## src/rtl/arb_pkg.sv

```systemverilog
// arb_pkg: shared helpers and defaults for the N-requester round-robin arbiter.
//   clog2_min1     - ceil(log2(n)), never less than 1 (width of an index field)
//   onehot_to_idx  - binary index of a one-hot vector (up to 16 bits); 0 when empty
//   ARB_N_DEF / ARB_MAX_HOLD_DEF - default parameter values
package arb_pkg;

  localparam int ARB_N_DEF        = 4;
  localparam int ARB_MAX_HOLD_DEF = 8;
  localparam int ARB_N_MAX        = 16;

  function automatic int clog2_min1(input int n);
    int r;
    r = 0;
    for (int i = 0; i < 31; i++) begin
      if ((1 << i) < n) r = i + 1;
    end
    return (r == 0) ? 1 : r;
  endfunction

  // OR-based encoder: a zero vector yields 0, and only set bits contribute,
  // so the result is never X for a known input.
  function automatic logic [3:0] onehot_to_idx(input logic [15:0] oh);
    logic [3:0] idx;
    idx = '0;
    for (int i = 0; i < ARB_N_MAX; i++) begin
      if (oh[i]) idx = idx | 4'(i);
    end
    return idx;
  endfunction

endpackage

```

## src/rtl/rr_pick.sv

```systemverilog
// rr_pick: combinational round-robin pick.
//   req[N]      request vector
//   ptr[IDX_W]  index that has highest priority this cycle
//   mask[N]     requesters excluded from the pick
//   onehot[N]   one-hot winner, all-zero when nothing eligible
//   idx[IDX_W]  binary winner index, 0 when nothing eligible
//   vld         a winner exists
module rr_pick
  import arb_pkg::*;
#(
  parameter int N     = ARB_N_DEF,
  parameter int IDX_W = clog2_min1(N)
) (
  input  logic [N-1:0]     req,
  input  logic [IDX_W-1:0] ptr,
  input  logic [N-1:0]     mask,
  output logic [N-1:0]     onehot,
  output logic [IDX_W-1:0] idx,
  output logic             vld
);

  logic [N-1:0]   eligible;
  logic [2*N-1:0] dbl;
  logic [2*N-1:0] below_ptr;
  logic [2*N-1:0] dbl_masked;

  assign eligible  = req & ~mask;
  assign dbl       = {eligible, eligible};
  // Clearing the lower copy below ptr makes the lowest remaining set bit the
  // first requester at or after ptr; the upper copy supplies the wrap-around.
  assign below_ptr  = (2*N)'((64'd1 << ptr) - 64'd1);
  assign dbl_masked = dbl & ~below_ptr;

  always_comb begin
    vld = 1'b0;
    idx = '0;
    for (int j = 2*N-1; j >= 0; j--) begin
      if (dbl_masked[j]) begin
        vld = 1'b1;
        idx = IDX_W'(j % N);
      end
    end
  end

  always_comb begin
    onehot = '0;
    if (vld) onehot[idx] = 1'b1;
  end

endmodule

```

## src/rtl/rr_arbiter_n.sv

```systemverilog
// rr_arbiter_n: N-requester round-robin arbiter with Mealy grant and owner hold.
//   clk        system clock, rising edge
//   reset      asynchronous active-high reset; also forces the grant to zero
//   req[N]     request vector, bit i = requester i
//   grant[N]   one-hot grant, all-zero when none
//   grant_vld  OR of grant
//   grant_idx  binary index of the granted requester, 0 when none
// Optional feature macro: ARB_TIMEOUT_EN -- force a handoff after MAX_HOLD
// consecutive owned cycles when another requester is waiting.
//
// state     | meaning
// IDLE(ptr) | own_vld=0, no grant; next pick starts at ptr
// OWN(i)    | own_vld=1, requester i holds while req[i] stays high
module rr_arbiter_n
  import arb_pkg::*;
#(
  parameter int N        = ARB_N_DEF,
  parameter int IDX_W    = clog2_min1(N),
  parameter int MAX_HOLD = ARB_MAX_HOLD_DEF
) (
  input  logic             clk,
  input  logic             reset,
  input  logic [N-1:0]     req,
  output logic [N-1:0]     grant,
  output logic             grant_vld,
  output logic [IDX_W-1:0] grant_idx
);

  if (N < 2 || N > ARB_N_MAX || MAX_HOLD < 1) begin : g_param_check
    $error("rr_arbiter_n: N must be 2..16 and MAX_HOLD >= 1");
  end

  logic [IDX_W-1:0] ptr;
  logic             own_vld;
  logic [IDX_W-1:0] own_idx;

  logic [N-1:0]     own_oh;
  logic [N-1:0]     pick_mask;
  logic [N-1:0]     pick_oh;
  logic [IDX_W-1:0] pick_idx;
  logic             pick_vld;
  logic             hold;
  logic             timeout;

  always_comb begin
    own_oh = '0;
    own_oh[own_idx] = 1'b1;
  end

`ifdef ARB_TIMEOUT_EN
  localparam int TEN_W = clog2_min1(MAX_HOLD + 1);

  logic [TEN_W-1:0] tenure;

  // Only force a handoff when someone else is actually waiting.
  assign timeout = own_vld && (tenure == TEN_W'(MAX_HOLD)) &&
                   ((req & ~own_oh) != '0);
`else
  assign timeout = 1'b0;
`endif

  assign hold      = own_vld && req[own_idx] && !timeout;
  assign pick_mask = timeout ? own_oh : '0;

  rr_pick #(
    .N     (N),
    .IDX_W (IDX_W)
  ) u_pick (
    .req    (req),
    .ptr    (ptr),
    .mask   (pick_mask),
    .onehot (pick_oh),
    .idx    (pick_idx),
    .vld    (pick_vld)
  );

  always_comb begin
    grant = '0;
    if (!reset) grant = hold ? own_oh : pick_oh;
  end

  assign grant_vld = |grant;
  assign grant_idx = IDX_W'(onehot_to_idx(16'(grant)));

  always_ff @(posedge clk or posedge reset) begin
    if (reset) begin
      ptr     <= '0;
      own_vld <= 1'b0;
      own_idx <= '0;
    end else if (grant_vld) begin
      own_vld <= 1'b1;
      own_idx <= grant_idx;
      ptr     <= (grant_idx == IDX_W'(N - 1)) ? '0 : grant_idx + 1'b1;
    end else begin
      own_vld <= 1'b0;
    end
  end

`ifdef ARB_TIMEOUT_EN
  always_ff @(posedge clk or posedge reset) begin
    if (reset) begin
      tenure <= '0;
    end else if (!grant_vld) begin
      tenure <= '0;
    end else if (own_vld && (grant_idx == own_idx)) begin
      if (tenure != TEN_W'(MAX_HOLD)) tenure <= tenure + 1'b1;
    end else begin
      tenure <= TEN_W'(1);
    end
  end
`endif

endmodule

```

## config.mk

```make
export PLATFORM = sky130hd
export DESIGN_NAME = rr_arbiter_n
export DESIGN_NICKNAME = d
export VERILOG_FILES = /design/src/rtl/arb_pkg.sv /design/src/rtl/rr_pick.sv /design/src/rtl/rr_arbiter_n.sv
export SDC_FILE = /design/constraint.sdc
export NUM_CORES = 1
export LEC_CHECK = 0
export CORE_AREA = 2 2 39 41
export CTS_CLUSTER_DIAMETER = 60
export CTS_CLUSTER_SIZE = 28
export DETAILED_ROUTE_END_ITERATION = 12
export DIE_AREA = 0 0 41 43
export DONT_BUFFER_PORTS = 1
export MAX_ROUTING_LAYER = met4
export PLACE_DENSITY_LB_ADDON = 0.12
export SLEW_MARGIN = 20
export SYNTH_ARGS = -nofsm -noshare
export SYNTH_HDL_FRONTEND = slang
export SYNTH_HIERARCHICAL = 1
export SYNTH_SLANG_ARGS = --single-unit
```

## constraint.sdc

```tcl
create_clock -name clk -period 2.68 [get_ports clk]
set_input_delay 0.134 -clock clk [delete_from_list [all_inputs] [get_ports clk]]
set_output_delay 0.134 -clock clk [all_outputs]
set_load 0.01 [all_outputs]
```

==> results of run 1 <==
## power breakdown
| group | leakage [nW] | total, mW | internal (mW) | switching, mW |
|---|---|---|---|---|
| Combinational | 0.195 | 0.235 | 0.111 | 0.123 |
| Sequential | 0.0590 | 0.177 | 0.114 | 0.0628 |
| Clock | 0.0150 | 0.0851 | 0.0562 | 0.0289 |
| Total | 0.269 | 0.497 | 0.282 | 0.215 |
## stage by stage
step	hold slack [ns]	cell area [µm²]	utilization	setup slack (ns)	instances
after floorplan	-0.0875	567	-	0.581	74
after global placement	-0.0628	568	0.410	0.505	88
after detailed placement	-0.0649	568	0.410	0.500	88
after CTS	0.156	604	0.437	0.262	93
after global routing	0.176	604	0.437	0.188	93
final	0.163	604	0.437	0.267	93
## worst max path at each step
stage | slack, ns | end | startpoint | cells after the start
after floorplan | 0.58 | own_vld | ptr[0] | 6
after global placement | 0.51 | own_vld | ptr[0] | 6
after detailed placement | 0.50 | own_vld | ptr[0] | 6
after CTS | 0.26 | grant_vld | ptr[0] | 6
after global routing | 0.19 | grant_vld | ptr[0] | 6
final | 0.27 | grant_vld | ptr[0] | 6
## flip-flops by register name (all words and copies together), names as in the netlist
signal   count
own_idx      2
own_vld      1
ptr          2
## final cells by class
class	count	area, µm²	share of cell area
multi-input combinational	64	412	0.681
inverter	3	11.3	0.0186
sequential	5	125	0.207
clock buffer	4	26.3	0.0435
timing repair buffer	1	10.0	0.0166
tap	16	20.0	0.0331
## metal layers
metal	GRT usage	vias up	part of all wire
met5	-	-	0
met4	0.120	0	0.0067
met3	0.0366	2	0.062
met2	0.238	16	0.48
met1	0.213	231	0.45
li1	-	256	-
## placed cells by master, fill, tap and decap left out, types with 3 or more instances in the layout
| master | count |
|---|---|
| conb_1 | 10 |
| clkbuf_4 | 3 |
| a21oi_2 | 3 |
| nor2_1 | 5 |
| dfrtp_1 | 5 |
| nand2b_1 | 6 |
| nor2b_1 | 4 |
| inv_1 | 3 |
| nand2_1 | 3 |
| nor3_1 | 3 |
## critical path, cell delays in order, from the launching register on
cell and delay [ns]:
dfrtp_1 0.42, or3b_4 0.41, a221oi_2 0.22, nor2_1 0.07, nor2b_1 0.13, mux2_4 0.30, or4_1 0.49
==> out/metrics.cfg, run 1 <==
[outcome]
status = finished clean

[cts]
cts_tree = yes
cts_resized = 0
cts-root-buf = clkbuf_4
cts_made_buffers = 3
clk_pin_slew_ns = 0.04
clock-sinks = 5
cts_setup_buffers = 0
clk_latency_ns = 0.24
cts_max_level = 1
clock_path_buffers = 2
cts_hold_buf = 1

[worst_hold_path]
min_from = reset
hold_path_end = ptr[1]
hp-class = in2reg
min_path_cells = 3

[placement]
place_hpwl_um = 916
gp_congestion = 0.712
port_buffers = 0

[worst_setup_path]
path_max_fanout = 6
worstPathRequired_ns = 2.55
reg2reg_from = ptr[0]
worst_r2r_endpoint = own_vld
critPathKind = reg2out
crit_arrival_ns = 2.28
rrSetupSlack_ns = 0.48
endpoint_kind = output pin
rr_worst_depth = 6
critPathLaunchType = flip-flop

[run]
cap_violations = 0

[die]
die_w_um = 41
initial_utilization = 0.385
chipHeight_um = 43
io_pins = 13
rows = 14
die_area_um2 = 1760
core_area_um2 = 1380

[power]
total_power_uw = 497
peakVddDrop_mv = 0.383
power_density_nw_per_um2 = 822
total_leakage_power_nw = 0.269

[yosys]
avgSynthCellArea_um2 = 8.20
syn_area_um2 = 533
ys.warnings.count = 6
synthCells = 65

[sta]
finalClockSkew_ns = 0.00230
drv_slew = 0
final.min_clock_period_ns = 2.41
finalCritPeriodShare = 0.901
setup_tns_ns = 0
setup_viol = 0
fmax_mhz = 414
hold_viol = 0
rsz0062_at_grt = no

[routing]
wl_per_cell_um = 12.9
ant_nets = 0
wl_um = 1200
firstDrtPassIters = 4
viasPerCell = 5.43
first_iter_violations = 8
drc_errors = 0
vias = 505

[global_routing]
globalRouteOverflowTotal = 0
grt_pass1_vias = 474
grt_pass1_wl_um = 1930
grt_max_degree = 9
track_usage = 0.172
antenna_found_initial = 0

[finish]
num-nets-final = 84
syn_to_final_growth_pct = 13.4
n_antenna_cell = 0
fill_cells = 156
drive_above_1_share = 0.169

Power figures use the tool's default switching activity.
==> inputs of run 2 (changes only) <==
--- a/config.mk
+++ b/config.mk
@@ -13,6 +13,7 @@
 export DONT_BUFFER_PORTS = 1
 export MAX_ROUTING_LAYER = met4
 export PLACE_DENSITY_LB_ADDON = 0.12
+export REMOVE_ABC_BUFFERS = 1
 export SLEW_MARGIN = 20
 export SYNTH_ARGS = -nofsm -noshare
 export SYNTH_HDL_FRONTEND = slang
==> run 2 against run 1 <==
- wire length is 1.4% lower
- clock power is 1% higher
- register-to-register slack worse by 0.02 ns
- sequential power is 2% higher
==> out/metrics.cfg, run 2 (synthesis gave the netlist of run 1 again) <==
[finish]
num-nets-final = 84  ; unchanged
fill_cells = 148  ; was 156
n_antenna_cell = 0  ; unchanged
final_area_um2 = 604  ; unchanged
reg.largest.list = own_idx (2), ptr (2), own_vld (1)  ; unchanged
final_cell_mix = 10 x conb_1, 6 x nand2b_1, 5 x nor2_1, 5 x dfrtp_1, 4 x nor2b_1  ; unchanged
layout_commonest_cell = conb_1  ; unchanged
drive_above_1_share = 0.169  ; unchanged
syn_to_final_growth_pct = 13.4  ; unchanged

[sta]
finalCritPeriodShare = 0.907  ; was 0.901
rsz0062_at_grt = no  ; unchanged
finalClockSkew_ns = 0.00232  ; was 0.00230 ns
final.min_clock_period_ns = 2.43  ; was 2.41 ns
fmax_mhz = 411  ; was 414 MHz
hold_viol = 0  ; unchanged
setup_tns_ns = 0  ; unchanged
setup_viol = 0  ; unchanged
drv_slew = 0  ; unchanged

[placement]
port_buffers = 0  ; unchanged
place_area_um2 = 568  ; unchanged
place_hpwl_um = 918  ; was 916 µm
gp_congestion = 0.655  ; was 0.712

[die]
die_w_um = 41  ; unchanged
rows = 14  ; unchanged
core_area_um2 = 1380  ; unchanged
chipHeight_um = 43  ; unchanged
initial_utilization = 0.385  ; unchanged
io_pins = 13  ; unchanged
die_area_um2 = 1760  ; unchanged

[cts]
clock_path_buffers = 2  ; unchanged
cts_max_level = 1  ; unchanged
cts_setup_buffers = 0  ; unchanged
clock-sinks = 5  ; unchanged
clk_pin_slew_ns = 0.04  ; about the same
cts_made_buffers = 3  ; unchanged
clk_latency_ns = 0.24  ; about the same
cts-root-buf = clkbuf_4  ; unchanged
cts_tree = yes  ; unchanged

[routing]
vias = 493  ; was 505
wl_per_cell_um = 12.7  ; was 12.9 µm
wl_um = 1180  ; was 1200 µm
ant_nets = 0  ; unchanged
viasPerCell = 5.30  ; was 5.43
first_iter_violations = 9  ; was 8
firstDrtPassIters = 4  ; unchanged
drc_errors = 0  ; unchanged

[worst_setup_path]
worstPathRequired_ns = 2.55  ; about the same
reg2reg_from = ptr[0]  ; unchanged
rrSetupSlack_ns = 0.46  ; was 0.48 ns
path_max_fanout = 6  ; unchanged
crit_arrival_ns = 2.30  ; was 2.28 ns
endpoint_kind = output pin  ; unchanged
rr_worst_depth = 6  ; unchanged
critPathLaunch = ptr[0]  ; unchanged
worst_r2r_endpoint = own_vld  ; unchanged
critPathKind = reg2out  ; unchanged
critPathLaunchType = flip-flop  ; unchanged

[outcome]
status = finished clean  ; unchanged

[worst_hold_path]
min_from = reset  ; unchanged
min_path_cells = 3  ; unchanged
hp-class = in2reg  ; unchanged
hold_path_end = ptr[1]  ; unchanged

[power]
total_leakage_power_nw = 0.269  ; unchanged
peakVddDrop_mv = 0.418  ; was 0.383 mV
power_density_nw_per_um2 = 828  ; was 822 nW/µm²

[global_routing]
track_usage = 0.175  ; was 0.172
antenna_found_initial = 0  ; unchanged
grt_max_degree = 9  ; unchanged
globalRouteOverflowTotal = 0  ; unchanged
grt_pass1_vias = 513  ; was 474
grt_pass1_wl_um = 2040  ; was 1930 µm

[run]
cap_violations = 0  ; unchanged

run 2: cell counts in the layout (fill, tap and decap cells not counted):
No cell type changed its count.
run 2: repair_timing:
| item | CTS | global route |
|---|---|---|
| gates resized for setup | 0 | 0 |
| endpoints found under the hold margin | 5 | 0 |
| hold buffers | 1 | 0 |
run 2: layer usage:
layer	vias to the layer above	share of wire	global-route usage
li1	257	-	-
met1	216	0.45	0.211
met2	18	0.47	0.253
met3	2	0.064	0.0471
met4	0	0.015	0.100
met5	-	0	-
run 2: power by group:
group          total [mW]  internal, mW  switching, mW
combinational       0.233         0.111          0.122
clock              0.0863        0.0562         0.0301
sequential          0.181         0.114         0.0666
total               0.501         0.282          0.219
run 2: layout make-up:
class	count	area, µm²	area share
repair buffers	1	10.0	0.0166
well taps	16	20.0	0.0331
inverters	3	11.3	0.0186
flip-flops and latches	5	125	0.207
clock buffers	4	26.3	0.0435
multi-input cells	64	412	0.681
run 2: metrics by stage:
step | power, mW | util | std cells | worst slack (ns) | hold slack [ns]
2_1_floorplan | 0.367 | - | 72 | 0.581 | -0.0875
3_3_place_gp | 0.417 | 0.410 | 88 | 0.483 | -0.0588
3_5_place_dp | 0.414 | 0.410 | 88 | 0.473 | -0.0667
4_1_cts | 0.507 | 0.437 | 93 | 0.239 | 0.172
5_1_grt | 0.551 | 0.437 | 93 | 0.162 | 0.206
6_report | 0.501 | 0.437 | 93 | 0.249 | 0.160
run 2: how the worst max path moves through the flow:
| stage | endpoint | slack [ns] | depth (start not counted) |
|---|---|---|---|
| floorplan | own_vld | 0.58 | 6 |
| global placement | own_vld | 0.48 | 6 |
| detailed placement | own_vld | 0.47 | 6 |
| CTS | grant_vld | 0.24 | 6 |
| global route | grant_vld | 0.16 | 6 |
| finish | grant_vld | 0.25 | 6 |
run 2: critical path: stages, from the launching register on:
cell      delay (ns)
dfrtp_1         0.43
or3b_4          0.42
a221oi_2        0.21
nor2_1          0.07
nor2b_1         0.13
mux2_4          0.30
or4_1           0.49
==> inputs of run 3 (changes only) <==
--- a/config.mk
+++ b/config.mk
@@ -5,6 +5,7 @@
 export SDC_FILE = /design/constraint.sdc
 export NUM_CORES = 1
 export LEC_CHECK = 0
+export ABC_AREA = 1
 export CORE_AREA = 2 2 39 41
 export CTS_CLUSTER_DIAMETER = 60
 export CTS_CLUSTER_SIZE = 28
==> run 3 against run 2 <==
- critical path depth up 7
- wire length down 11%
- via count up 14%
- global-route usage down 2.2 points
- core utilization up 2.8 points
- largest power group unchanged
==> out/metrics.cfg, run 3 <==
[yosys]
syn_area_um2 = 572  ; was 533 µm²
synth_top_cell_area_share = 0.219
synth_most_common_cell = nand2_1
ys.flop_type = dfrtp_1
synth_common_cells = 31 x nand2_1, 25 x inv_1, 9 x nor2_1, 7 x nand3_1, 6 x nand2_2
async_reset_ff_frac = 1.00
synthCells = 100  ; was 65
ys_ff_latch = 5
yosys-top-cells-area = dfrtp_1 22%, nand2_1 20%, inv_1 16%
synth_edf_count = 0
synth_cell_types = 15
seq_area_frac_synth = 0.219
ys.warnings.count = 6  ; unchanged
avgSynthCellArea_um2 = 5.72  ; was 8.20 µm²
yosysTopAreaCell = dfrtp_1

[power]
total_power_uw = 684  ; was 501 µW
total_leakage_power_nw = 0.397  ; was 0.269 nW
peakVddDrop_mv = 0.460  ; was 0.418 mV
power_density_nw_per_um2 = 1060  ; was 828 nW/µm²

[cts]
clk_pin_slew_ns = 0.04  ; about the same
cts_made_buffers = 3  ; unchanged
cts_max_level = 1  ; unchanged
clk_latency_ns = 0.24  ; about the same
clock-sinks = 5  ; unchanged
cts_tree = yes  ; unchanged
clock_path_buffers = 2  ; unchanged
cts_hold_buf = 1  ; unchanged
cts-root-buf = clkbuf_4  ; unchanged
cts_setup_buffers = 0  ; unchanged
cts_resized = 0  ; unchanged

[placement]
gp_congestion = 0.777  ; was 0.655
place_hpwl_um = 892  ; was 918 µm
place_area_um2 = 607  ; was 568 µm²
port_buffers = 0  ; unchanged

[sta]
rsz0062_at_grt = no  ; unchanged
final.min_clock_period_ns = 1.82  ; was 2.43 ns
hold_viol = 0  ; unchanged
finalClockSkew_ns = 0.00117  ; was 0.00232 ns
timing.hold.ws_ns = 0.301  ; was 0.160 ns
setup_tns_ns = 0  ; unchanged
drv_slew = 0  ; unchanged
fmax_mhz = 550  ; was 411 MHz
finalCritPeriodShare = 0.678  ; was 0.907
setup_viol = 0  ; unchanged

[worst_setup_path]
worstPathRequired_ns = 2.55  ; about the same
endpoint_kind = output pin  ; unchanged
path_max_fanout = 4  ; was 6
rr_worst_depth = 14  ; was 6
slowest_stage = dfrtp_1  ; was or4_1
cp_common_cell = inv_1
crit_arrival_ns = 1.68  ; was 2.30 ns
crit_chain = inv_1 -> nand2_1 -> nor2_2 -> nor2_1 -> nand3_2 -> inv_2 -> nor2_1 -> inv_1 -> nand2_1 -> nand3_2 -> nand2_4 -> nor2_4 -> inv_1  ; was or3b_4 -> a221oi_2 -> nor2_1 -> nor2b_1 -> mux2_4 -> or4_1
critPathMaxStageDelay_ns = 0.40  ; was 0.49 ns
critPathLaunchType = flip-flop  ; unchanged
rrSetupSlack_ns = 1.11  ; was 0.46 ns
critPathKind = reg2out  ; unchanged
reg2reg_from = ptr[1]  ; was ptr[0]
worst_r2r_endpoint = ptr[0]  ; was own_vld

[finish]
layout_commonest_cell = nand2_1  ; was conb_1
reg.largest.list = own_idx (2), ptr (2), own_vld (1)  ; unchanged
n_antenna_cell = 0  ; unchanged
final_cell_mix = 31 x nand2_1, 25 x inv_1, 9 x nor2_1  ; was 10 x conb_1, 6 x nand2b_1, 5 x nor2_1, 5 x dfrtp_1, 4 x nor2b_1
num-nets-final = 116  ; was 84
final_util = 0.465  ; was 0.437
syn_to_final_growth_pct = 12.5  ; was 13.4%
fill_cells = 164  ; was 148
final_area_um2 = 643  ; was 604 µm²
drive_above_1_share = 0.183  ; was 0.169

[run]
cap_violations = 0  ; unchanged

[routing]
ant_nets = 0  ; unchanged
wl_per_cell_um = 8.39  ; was 12.7 µm
vias = 563  ; was 493
firstDrtPassIters = 4  ; unchanged
drc_errors = 0  ; unchanged
wl_um = 1050  ; was 1180 µm
viasPerCell = 4.50  ; was 5.30
first_iter_violations = 4  ; was 9

[outcome]
status = finished clean  ; unchanged

[die]
initial_utilization = 0.413  ; was 0.385
die_w_um = 41  ; unchanged
rows = 14  ; unchanged
core_area_um2 = 1380  ; unchanged
io_pins = 13  ; unchanged
die_area_um2 = 1760  ; unchanged
chipHeight_um = 43  ; unchanged

[global_routing]
grt_pass1_wl_um = 1760  ; was 2040 µm
antenna_found_initial = 0  ; unchanged
globalRouteOverflowTotal = 0  ; unchanged
grt_max_degree = 10  ; was 9
track_usage = 0.154  ; was 0.175
grt_pass1_vias = 502  ; was 513

[worst_hold_path]
hp-class = in2async  ; was in2reg

[run 3: changes by cell type in the layout (fill, tap and decap cells not counted), moves of 5 or more]
| cell | previous run | this run |
|---|---|---|
| nand2b_1 | 6 | 0 |
| nand2_1 | 3 | 31 |
| conb_1 | 10 | 5 |
| nand3_1 | 2 | 7 |
| inv_1 | 3 | 25 |
| nand2_2 | 0 | 6 |
[run 3: layer usage]
layer / global-route usage / part of all wire / up-vias
met3: 0.0209 / 0.040 / 4
li1: - / - / 305
met4: 0.100 / 0.023 / 0
met2: 0.241 / 0.50 / 10
met5: - / 0 / -
met1: 0.172 / 0.44 / 244
[run 3: stage by stage]
stage | worst slack [ns] | std cells
floorplan | 1.25 | 104
global placement | 1.09 | 120
detailed placement | 1.10 | 120
CTS | 0.837 | 125
global route | 0.663 | 125
finish | 0.862 | 125
[run 3: layout make-up]
type / instances / area [µm²] / area share
timing repair buffer: 1 / 10.0 / 0.0156
sequential: 5 / 125 / 0.195
clock buffer: 4 / 26.3 / 0.0409
tap: 16 / 20.0 / 0.0311
inverter: 27 / 101 / 0.158
multi-input combinational: 72 / 360 / 0.560
[run 3: worst max-delay path by stage]
stage / slack (ns) / from / cells after the start / endpoint
CTS: 0.84 / ptr[1] / 13 / grant_vld
finish: 0.86 / ptr[1] / 13 / grant_vld
detailed placement: 1.10 / ptr[1] / 13 / grant_vld
global route: 0.66 / ptr[1] / 13 / grant_vld
global placement: 1.09 / ptr[1] / 13 / grant_vld
floorplan: 1.25 / ptr[1] / 13 / grant_vld
[run 3: power breakdown]
part | total (mW) | leakage, nW | internal, mW | switching (mW)
registers | 0.173 | 0.0586 | 0.118 | 0.0548
logic | 0.427 | 0.324 | 0.143 | 0.284
clock network | 0.0841 | 0.0150 | 0.0561 | 0.0280
[run 3: cell families after synthesis]
group	Yosys count	synth area share
DFF	5	0.219
and+or+nand+nor	63	0.562
AOI/OAI and AO/OA	4	0.0350
buffers and inverters	27	0.177
other	1	0.00656
[run 3: critical path: cells and delay by family, from the launching register on]
family	cells	cell delay (ns)
buf+inv	4	0.23
flops	1	0.40
simple gates	9	0.79
